===== src/rtl/conbus_rr_pkg.sv =====
// Shared constants for the round-robin Wishbone interconnect: CTI codes, default timeout, index-width helpers.
// No logic; latency and backpressure are not applicable.
package conbus_rr_pkg;

  localparam logic [2:0] CTI_CLASSIC = 3'b000;
  localparam logic [2:0] CTI_INCR    = 3'b010;
  localparam logic [2:0] CTI_EOB     = 3'b111;

  localparam int DEFAULT_TIMEOUT = 1024;
  localparam int TMO_W           = 16;

  function automatic int clog2(input int n);
    int r;
    r = 0;
    for (int i = 0; i < 31; i++) begin
      if ((1 << i) < n) r = i + 1;
    end
    return r;
  endfunction

  // Index width that never collapses to zero bits when there is only one entry.
  function automatic int idx_w(input int n);
    return (n > 1) ? clog2(n) : 1;
  endfunction

endpackage


===== src/rtl/conbus_rr_arbiter.sv =====
// Round-robin grant for NM requesters: the grant is held while hold is high, then re-scanned from last+1.
// Grant registers one edge after a request; no backpressure beyond holding the current owner.
module conbus_rr_arbiter
  import conbus_rr_pkg::*;
#(
  parameter int NM = 2,
  localparam int GW = idx_w(NM)
) (
  input  logic          sys_clk,
  input  logic          sys_rst,
  input  logic [NM-1:0] req,
  input  logic          hold,
  output logic          gnt_valid,
  output logic [GW-1:0] gnt
);

  logic          gnt_valid_q, gnt_valid_d;
  logic [GW-1:0] gnt_q, gnt_d;
  logic [GW-1:0] last_q, last_d;
  logic          found;
  logic [GW-1:0] pick;

  // Circular scan starting just after the last granted master; the current
  // owner is only re-scanned when its own cyc is low, so it never re-wins.
  always_comb begin
    found = 1'b0;
    pick  = last_q;
    for (int k = 1; k <= NM; k++) begin
      for (int j = 0; j < NM; j++) begin
        if (!found && req[j] && ((int'(last_q) + k) % NM == j)) begin
          found = 1'b1;
          pick  = GW'(j);
        end
      end
    end
  end

  always_comb begin
    gnt_valid_d = gnt_valid_q;
    gnt_d       = gnt_q;
    last_d      = last_q;
    if (!(gnt_valid_q && hold)) begin
      gnt_valid_d = found;
      if (found) begin
        gnt_d  = pick;
        last_d = pick;
      end
    end
  end

  always_ff @(posedge sys_clk or posedge sys_rst) begin
    if (sys_rst) begin
      gnt_valid_q <= 1'b0;
      gnt_q       <= '0;
      last_q      <= GW'(NM - 1);
    end else begin
      gnt_valid_q <= gnt_valid_d;
      gnt_q       <= gnt_d;
      last_q      <= last_d;
    end
  end

  assign gnt_valid = gnt_valid_q;
  assign gnt       = gnt_q;

endmodule


===== src/rtl/conbus_rr.sv =====
// Round-robin Wishbone shared bus: NM masters to NS address-decoded slaves, err on unmapped address or slave timeout.
// One cycle from idle request to slave cyc, combinational ack/err/data return; slaves stall the owner by withholding ack.
module conbus_rr
  import conbus_rr_pkg::*;
#(
  parameter int NM       = 2,
  parameter int NS       = 6,
  parameter int S_ADDR_W = 3,
  // Slave 0 sits in the low bits: 0->000, 1->001, 2->010, 3->100, 4->101, 5->110.
  parameter logic [NS*S_ADDR_W-1:0] S_ADDR = {3'b110, 3'b101, 3'b100, 3'b010, 3'b001, 3'b000},
  parameter int TIMEOUT  = DEFAULT_TIMEOUT
) (
  input  logic             sys_clk,
  input  logic             sys_rst,
  input  logic [NM*32-1:0] m_adr_i,
  input  logic [NM*32-1:0] m_dat_i,
  input  logic [NM*3-1:0]  m_cti_i,
  input  logic [NM*4-1:0]  m_sel_i,
  input  logic [NM-1:0]    m_we_i,
  input  logic [NM-1:0]    m_cyc_i,
  input  logic [NM-1:0]    m_stb_i,
  output logic [31:0]      m_dat_o,
  output logic [NM-1:0]    m_ack_o,
  output logic [NM-1:0]    m_err_o,
  output logic [31:0]      s_adr_o,
  output logic [31:0]      s_dat_o,
  output logic [2:0]       s_cti_o,
  output logic [3:0]       s_sel_o,
  output logic             s_we_o,
  output logic [NS-1:0]    s_cyc_o,
  output logic [NS-1:0]    s_stb_o,
  input  logic [NS*32-1:0] s_dat_i,
  input  logic [NS-1:0]    s_ack_i,
  input  logic [NS-1:0]    s_err_i
);

  localparam int GW = idx_w(NM);
  localparam int SW = idx_w(NS);
  localparam logic [TMO_W-1:0] TMO_LAST = (TIMEOUT > 0) ? TMO_W'(TIMEOUT - 1) : '0;

  logic             gnt_valid;
  logic [GW-1:0]    gnt;
  logic             cyc, stb;
  logic [31:0]      adr;
  logic             hit;
  logic [SW-1:0]    ssel;
  logic             sl_ack, sl_err;
  logic             active, tmo_err;
  logic             derr_q, derr_d;
  logic [TMO_W-1:0] tmo_cnt_q, tmo_cnt_d;

  conbus_rr_arbiter #(.NM(NM)) u_arb (
    .sys_clk  (sys_clk),
    .sys_rst  (sys_rst),
    .req      (m_cyc_i),
    .hold     (cyc),
    .gnt_valid(gnt_valid),
    .gnt      (gnt)
  );

  always_comb begin
    cyc     = 1'b0;
    stb     = 1'b0;
    adr     = '0;
    s_dat_o = '0;
    s_cti_o = '0;
    s_sel_o = '0;
    s_we_o  = 1'b0;
    for (int j = 0; j < NM; j++) begin
      if (gnt_valid && gnt == GW'(j)) begin
        cyc     = m_cyc_i[j];
        stb     = m_stb_i[j];
        adr     = m_adr_i[j*32 +: 32];
        s_dat_o = m_dat_i[j*32 +: 32];
        s_cti_o = m_cti_i[j*3 +: 3];
        s_sel_o = m_sel_i[j*4 +: 4];
        s_we_o  = m_we_i[j];
      end
    end
  end

  assign s_adr_o = adr;

  // Descending scan so the lowest matching slave index wins.
  always_comb begin
    hit  = 1'b0;
    ssel = '0;
    for (int i = NS - 1; i >= 0; i--) begin
      if (gnt_valid && adr[31 -: S_ADDR_W] == S_ADDR[i*S_ADDR_W +: S_ADDR_W]) begin
        hit  = 1'b1;
        ssel = SW'(i);
      end
    end
  end

  always_comb begin
    s_cyc_o = '0;
    s_stb_o = '0;
    sl_ack  = 1'b0;
    sl_err  = 1'b0;
    m_dat_o = '0;
    for (int i = 0; i < NS; i++) begin
      if (hit && ssel == SW'(i)) begin
        s_cyc_o[i] = cyc;
        s_stb_o[i] = stb;
        sl_ack     = s_ack_i[i];
        sl_err     = s_err_i[i];
        m_dat_o    = s_dat_i[i*32 +: 32];
      end
    end
  end

  // derr toggles against itself so a held strobe to a hole gets one err per access.
  always_comb begin
    active    = cyc & stb;
    tmo_err   = (TIMEOUT != 0) && active && (tmo_cnt_q == TMO_LAST);
    derr_d    = active & ~hit & ~derr_q;
    tmo_cnt_d = tmo_cnt_q + 1'b1;
    if (TIMEOUT == 0 || !active || sl_ack || sl_err || derr_q || tmo_err) tmo_cnt_d = '0;
  end

  always_comb begin
    m_ack_o = '0;
    m_err_o = '0;
    for (int j = 0; j < NM; j++) begin
      if (gnt_valid && gnt == GW'(j)) begin
        m_ack_o[j] = sl_ack;
        m_err_o[j] = sl_err | derr_q | tmo_err;
      end
    end
  end

  always_ff @(posedge sys_clk or posedge sys_rst) begin
    if (sys_rst) begin
      derr_q    <= 1'b0;
      tmo_cnt_q <= '0;
    end else begin
      derr_q    <= derr_d;
      tmo_cnt_q <= tmo_cnt_d;
    end
  end

endmodule


===== config.mk =====
export PLATFORM = sky130hd
export DESIGN_NAME = conbus_rr
export DESIGN_NICKNAME = d
export VERILOG_FILES = /design/src/rtl/conbus_rr_pkg.sv /design/src/rtl/conbus_rr_arbiter.sv /design/src/rtl/conbus_rr.sv
export SDC_FILE = /design/constraint.sdc
export NUM_CORES = 1
export LEC_CHECK = 0
export CORE_AREA = 5 5 179 181
export CTS_CLUSTER_DIAMETER = 200
export DETAILED_ROUTE_END_ITERATION = 8
export DIE_AREA = 0 0 184 186
export SKIP_CTS_REPAIR_TIMING = 1
export SYNTH_ARGS = -nofsm -noshare
export SYNTH_HDL_FRONTEND = slang
export SYNTH_SLANG_ARGS = --single-unit

===== constraint.sdc =====
create_clock -name sys_clk -period 3.4 [get_ports sys_clk]
set_clock_uncertainty 0.15 [all_clocks]
set_input_delay 0.85 -clock sys_clk [delete_from_list [all_inputs] [get_ports sys_clk]]
set_output_delay 0.85 -clock sys_clk [all_outputs]
set_load 0.1 [all_outputs]

==> flow_summary.json, run 1 <==
{
  "ys_warn_count": 0,
  "initial_core_util_pct": 12.3,
  "cts_tree": "yes",
  "avgViaCountPerCell": 4.39,
  "crit_path_cell_trace": "buf_8 -> or3b_4 -> a21oi_4 -> nor2b_4 -> clkbuf_16 -> a21oi_4 -> a31oi_4 -> buf_12",
  "critPathKind": "input pin to output port",
  "drcViolationCount": 0,
  "port_buffers": 473,
  "path_buf_inv": 3,
  "rows": 64,
  "grt_pass1_wl_microns": 41400,
  "clkLatencyLatePin_ns": 0.25,
  "layout_setup_ws_ns": -0.203,
  "synth_edf_count": 0,
  "worstRegToRegCells": 8,
  "area_delta_synth_final_pct": 230,
  "hold_viol_final": 0,
  "crit_required_ns": 2.40,
  "max-cap-violations": 0,
  "slowest_delay_ns": 0.40,
  "place_ws_ns": -0.594,
  "ys.flop_type": "dfrtp_1",
  "cp.depth": 8,
  "dpl.hpwl_microns": 26900,
  "r2r_end": "tmo_cnt_q[5]$_DFF_PP0_",
  "status": "complete, but fails checks",
  "first_global_vias": 6666,
  "arrival_ns": 2.60,
  "cpMostUsedCell": "a21oi_4",
  "coreArea_sq_um": 30300,
  "wirelength_microns": 32200,
  "relSlewSlack_pct": 47.4,
  "die_h_microns": 186,
  "worst_pin_slew_ns": 0.789,
  "overflow": 0,
  "io_pins": 474,
  "clock-sinks": 20,
  "power.density_nw_per_um2": 348,
  "die_w_microns": 184,
  "h-tree-depth": 1,
  "maxSlewViolCount": 0,
  "cts_buffer_depth": 2,
  "layout-drive-gt1-share_pct": 40.2,
  "min_to": "derr_q$_DFF_PP0_",
  "r2r_start": "u_arb.gnt$_DFFE_PP0P_",
  "avgSynthCellArea_sq_um": 6.60,
  "finalSetupTns_ns": -4.84,
  "fmax_mhz": 278,
  "async_reset_ff_share_pct": 100,
  "gp_congestion": 0.933,
  "vias": 6489,
  "crit_path_end_kind": "output port",
  "drt-pass1-iter-count": 4,
  "cp_slowest_cell": "or3b_4",
  "cts_buffers": 3,
  "r2r_slack_ns": 0.80,
  "antenna_found_initial": 2,
  "critPathLaunchType": "input pin",
  "hp-start": "derr_q$_DFF_PP0_",
  "violations": "setup timing",
  "clkSlewWorstSetupHoldPaths_ns": 0.06,
  "hp-class": "flip-flop to flip-flop",
  "syn_nets": 919,
  "crit_fanout": 7,
  "drt-initial-drc-count": 205,
  "wl_per_cell_microns": 21.8,
  "ant_nets": 0,
  "synth_seq_area_share_pct": 13.5,
  "rsz0062_at_grt": "yes",
  "setup_viol": 36,
  "finalCritPeriodShare_pct": 106,
  "peakVddDrop_mv": 0.201,
  "die_area_sq_um": 34200,
  "path_delay_family": "simple AND/OR/NAND/NOR gates",
  "whs_path_depth": 1,
  "final_core_util_pct": 40.5,
  "track_usage_pct": 15.9,
  "synth_area_sq_um": 3720,
  "root_buffer": "clkbuf_16",
  "postSynthCellCount": 564,
  "p_leak_nw": 4.77,
  "whs_ns": 0.351,
  "yosysUniqueCellTypes": 56,
  "grt_max_degree": 73,
  "layout.nets": 1436,
  "ys_seq_elements": 20,
  "crit_start": "m_adr_i[30]",
  "period_minus_slack_ns": 3.60
}
logic make-up (layout without fill, tap and decap cells):
kind of cell | after synthesis | in the layout | share of synthesized area, %
xor+xnor | 14 | 14 | 3.30
other cells | 0 | 1 | 0
simple gates | 252 | 252 | 31.2
buf+inv | 54 | 570 | 6.22
compound gates | 149 | 149 | 25.4
flops | 20 | 20 | 13.5
fa+ha+maj | 1 | 1 | 0.336
mux | 74 | 74 | 20.1
worst max path at each step:
stage / slack [ns] / to
floorplan: -0.38 / s_cyc_o[2]
global placement: -0.52 / m_dat_o[23]
detailed placement: -0.59 / m_dat_o[9]
CTS: -0.59 / m_dat_o[9]
global route: -0.22 / m_dat_o[0]
finish: -0.20 / m_dat_o[0]
report_power, final:
group,internal (mW),total [mW],switching [mW]
combinational,1.53,3.74,2.21
sequential,0.250,0.260,0.0103
clock,0.179,0.269,0.0899
layout make-up:
class,instances,area [sq um]
multi-input combinational,490,4130
inverter,7,33.8
timing repair buffer,559,7020
fill,2942,18000
antenna,1,2.50
sequential,20,505
clock buffer,4,88.8
tap,396,495
stage by stage:
step	instance area [sq um]	total power, mW	std cells
finish	12300	4.27	1477
floorplan	4660	2.31	564
CTS	11700	4.18	1462
global placement	11600	3.89	1458
global route	12300	4.41	1476
detailed placement	11600	3.91	1458
state kept, by name, summed over array words and instances (netlist names):
register,cells
tmo_cnt_q,16
derr_q,1
u_arb.gnt,1
u_arb.gnt_valid,1
u_arb.last_q,1
cell usage after synthesis (2+ instances only):
| cell type | instances | area [sq um] |
|---|---|---|
| buf_4 | 2 | 15.0 |
| mux2i_1 | 71 | 711 |
| o21ai_1 | 3 | 15.0 |
| nor4_1 | 8 | 50.1 |
| nor2_1 | 107 | 402 |
| xor2_1 | 10 | 87.6 |
| and2_1 | 3 | 18.8 |
| o21ai_0 | 4 | 20.0 |
| and4_1 | 4 | 35.0 |
| buf_2 | 11 | 55.1 |
| inv_2 | 2 | 7.51 |
| clkbuf_1 | 24 | 90.1 |
| nor3b_1 | 2 | 15.0 |
| xnor2_1 | 4 | 35.0 |
| buf_1 | 9 | 33.8 |
| inv_1 | 5 | 18.8 |
| o22ai_1 | 2 | 12.5 |
| a22oi_1 | 26 | 195 |
| dfrtp_1 | 19 | 475 |
| o21a_1 | 2 | 15.0 |
| a222oi_1 | 6 | 60.1 |
| a21oi_1 | 68 | 340 |
| nand2b_1 | 2 | 12.5 |
| nor2b_1 | 3 | 18.8 |
| a31oi_1 | 27 | 169 |
| nor4_2 | 9 | 113 |
| nand4_1 | 2 | 12.5 |
| nor3_1 | 7 | 35.0 |
| mux2_2 | 2 | 22.5 |
| nand3_1 | 8 | 40.0 |
| and3_1 | 2 | 12.5 |
| nand2_1 | 86 | 323 |
cell usage in the layout, fill, tap and decap left out, drive strengths merged, types with 2 or more instances in the layout:
cell type,count
nor4,17
clkdlybuf4s50,345
a31oi,27
nor3,7
nor2,108
xnor2,4
o21ai,8
o22ai,2
nor2b,3
mux2,3
nand3,8
buf,204
mux2i,71
and3,2
nand4,2
and2,3
inv,7
dfrtp,19
o21a,2
or2,3
nor3b,2
and4,4
nand2b,3
a222oi,6
nand2,87
a22oi,26
a21oi,69
clkbuf,12
xor2,10
dlymetal6s2s,2
per-layer routing:
layer,vias up,global-route usage [%],routed length (microns)
met5,-,0,13
met4,2,3.82,859
met3,49,4.24,2580
met2,358,29.5,16600
met1,3015,18.2,12100
li1,3065,-,-
No activity file was read; power rests on OpenSTA's default activity.
==> run 2: changes to the inputs <==
--- a/config.mk
+++ b/config.mk
@@ -5,8 +5,9 @@
 export SDC_FILE = /design/constraint.sdc
 export NUM_CORES = 1
 export LEC_CHECK = 0
+export CAP_MARGIN = 10
 export CORE_AREA = 5 5 179 181
-export CTS_CLUSTER_DIAMETER = 200
+export CTS_CLUSTER_DIAMETER = 50
 export DETAILED_ROUTE_END_ITERATION = 8
 export DIE_AREA = 0 0 184 186
 export SKIP_CTS_REPAIR_TIMING = 1
==> results of run 2 <==
No change in the layout: final DEF, timing and power equal those of run 1.
==> run 3: changes to the inputs <==
--- a/config.mk
+++ b/config.mk
@@ -5,11 +5,12 @@
 export SDC_FILE = /design/constraint.sdc
 export NUM_CORES = 1
 export LEC_CHECK = 0
+export ABC_AREA = 1
 export CAP_MARGIN = 10
-export CORE_AREA = 5 5 179 181
+export CORE_AREA = 5 5 181 183
 export CTS_CLUSTER_DIAMETER = 50
 export DETAILED_ROUTE_END_ITERATION = 8
-export DIE_AREA = 0 0 184 186
+export DIE_AREA = 0 0 186 188
 export SKIP_CTS_REPAIR_TIMING = 1
 export SYNTH_ARGS = -nofsm -noshare
 export SYNTH_HDL_FRONTEND = slang
==> run 3 against run 2 <==
The flow now finishes without violations. Synthesized cell count shrank 2.1%. Final cell count is 1.7% lower. Sequential cell count unchanged. Die area up 2.2%. Via count decreased by 6.9%. Critical endpoint is now m_err_o[1].
==> flow_summary.json, run 3 <==
{
  "vias": 6041,
  "layout_setup_ws_ns": 0.0863,
  "crit_path_end_kind": "output port",
  "comb_power_share_pct": 93.9,
  "yosys.area.top_type_share_pct": 18.3,
  "place_ws_ns": -0.368,
  "avgSynthCellArea_sq_um": 6.00,
  "ant_nets": 0,
  "postSynthCellCount": 552,
  "synth_top_area_cell": "a22o_1",
  "synth_edf_count": 0,
  "whs_ns": 0.304,
  "die_h_microns": 188,
  "die_w_microns": 186,
  "intPower_mw": 3.33,
  "avgViaCountPerCell": 4.16,
  "period_minus_slack_ns": 3.31,
  "power.density_nw_per_um2": 810,
  "clock-sinks": 20,
  "dp_cells": 1437,
  "ys_warn_count": 0,
  "rsz0062_at_grt": "yes",
  "syn_nets": 907,
  "max-cap-violations": 0,
  "worst_pin_slew_ns": 0.736,
  "drt-pass1-iter-count": 4,
  "synth_seq_area_share_pct": 15.2,
  "track_usage_pct": 15.3,
  "initial_core_util_pct": 10.7,
  "rows": 65,
  "antenna_found_initial": 3,
  "cts_tree": "yes",
  "grt_max_degree": 72,
  "yosysUniqueCellTypes": 32,
  "gp_congestion": 0.830,
  "peakVddDrop_mv": 0.390,
  "p_switching_mw": 5.29,
  "crit_required_ns": 2.40,
  "layout.nets": 1403,
  "cts_buffer_depth": 2,
  "hold_viol_final": 0,
  "grt_pass1_wl_microns": 40400,
  "relSlewSlack_pct": 50.8,
  "ys.flop_type": "dfrtp_1",
  "finalSetupTns_ns": 0,
  "layout-drive-gt1-share_pct": 23.3,
  "coreArea_sq_um": 31100,
  "hp-class": "flip-flop to flip-flop",
  "finalCritPeriodShare_pct": 97.5,
  "final_common_cell": "clkdlybuf4s50_1",
  "largest-register": "tmo_cnt_q",
  "critPathLaunchType": "input pin",
  "yosys-top-cells-count": "128 x nand2_1, 69 x a22o_1, 61 x inv_1",
  "die_area_sq_um": 35000,
  "fillers": 3192,
  "setup_viol": 0,
  "ys_seq_elements": 20,
  "drcViolationCount": 0,
  "cts_buffers": 3,
  "h-tree-depth": 1,
  "synth_area_leaders": "a22o_1 18%, nand2_1 15%, dfrtp_1 14%, nand4_1 7.9%, nand3_1 7.3%",
  "maxSlewViolCount": 0,
  "final_core_util_pct": 34.3,
  "p_leak_nw": 4.33,
  "finalPower_mw": 8.62,
  "swShare_pct": 61.4,
  "critPathKind": "input pin to output port",
  "synth_area_sq_um": 3310,
  "clkSlewWorstSetupHoldPaths_ns": 0.06,
  "synth_most_common_cell": "nand2_1",
  "fmax_mhz": 302,
  "placed_area_sq_um": 10400,
  "wirelength_microns": 29800,
  "drt-initial-drc-count": 131,
  "fin_area_sq_um": 10600,
  "whs_path_depth": 1,
  "finalNonFillerCells": 1452,
  "first_global_vias": 6513,
  "clock_power_share_pct": 3.1,
  "dpl.hpwl_microns": 26200,
  "worstRegToRegCells": 10,
  "io_pins": 474,
  "area_delta_synth_final_pct": 221,
  "status": "finished, final reports clean",
  "power_frac_seq_pct": 3.0,
  "clkLatencyLatePin_ns": 0.25,
  "wl_per_cell_microns": 20.5,
  "async_reset_ff_share_pct": 100,
  "mostFrequentLayoutCells": "347 x clkdlybuf4s50_1, 132 x buf_12, 125 x nand2_1",
  "overflow": 0,
  "largest_reg_flops": 16,
  "root_buffer": "clkbuf_16",
  "crit_fanout": 3,
  "arrival_ns": 2.31,
  "multi_input_area_sq_um": 2670,
  "port_buffers": 473,
  "final-seq-area_sq_um": 502
}
[run 3: cell types whose count changed in the layout (fill, tap and decap cells not counted), sizes merged, moves of 35 or more]
cell / change
a21oi: -35
nand2: +45
inv: +53
nor2: -79
nand3: +41
mux2i: -71
a22o: +68
nand4: +42
[run 3: worst paths after layout]
path,to,slack [ns],start
setup / recovery,m_err_o[1],0.09,m_cyc_i[1]
hold / removal,derr_q$_DFF_PP0_,0.30,derr_q$_DFF_PP0_
setup reg to reg,tmo_cnt_q[14]$_DFF_PP0_,1.15,u_arb.gnt$_DFFE_PP0P_
hold reg to reg,derr_q$_DFF_PP0_,0.30,derr_q$_DFF_PP0_
max in group asynchronous,u_arb.gnt_valid$_DFFE_PP0N_,1.73,sys_rst
min in group asynchronous,tmo_cnt_q[2]$_DFF_PP0_,0.91,sys_rst
[run 3: cells by family (layout without fill, tap and decap cells)]
logic type	Yosys count	after routing	synth area share (%)
xor gates and xnor gates	13	13	3.44
buffers and inverters	103	598	12.1
AOI/OAI and AO/OA	138	138	28.8
and+or+nand+nor	277	277	40.1
other	0	3	0
adders and majority gates	1	1	0.378
DFF	20	20	15.2
[run 3: worst max-delay path, stage by stage]
cell             delay (ns)
clkdlybuf4s50_1        0.43
nand2_1                0.07
nand2_1                0.08
nand3_1                0.10
nor2_1                 0.06
nor2_2                 0.15
nand4_4                0.15
nand2_1                0.14
clkinvlp_4             0.11
buf_12                 0.17
[run 3: power by group through the flow]
| stage | logic [mW] | clock network, mW | registers, mW |
|---|---|---|---|
| 3_5_place_dp | 8.01 | 0 | 0.264 |
| 5_1_grt | 8.37 | 0.284 | 0.262 |
| 2_1_floorplan | 4.71 | 0 | 0.273 |
| 3_3_place_gp | 7.98 | 0 | 0.263 |
| 4_1_cts | 8.02 | 0.270 | 0.260 |
| 6_report | 8.09 | 0.268 | 0.261 |
[run 3: final cells by class]
class                   instances  share of cell area [%]
well taps                     402                    4.73
inverters                      65                    2.73
repair buffers                529                    61.8
clock buffers                   4                   0.835
multi-input cells             429                    25.1
diodes                          3                  0.0705
flip-flops and latches         20                    4.71
[run 3: routing by layer]
metal  GRT usage, %  part of all wire (%)  up-vias
li1               -                     -     2929
met1           15.6                    34     2744
met2           30.7                    55      340
met3           3.41                   9.1       28
met4           3.98                   2.2        0
met5              0                     0        -
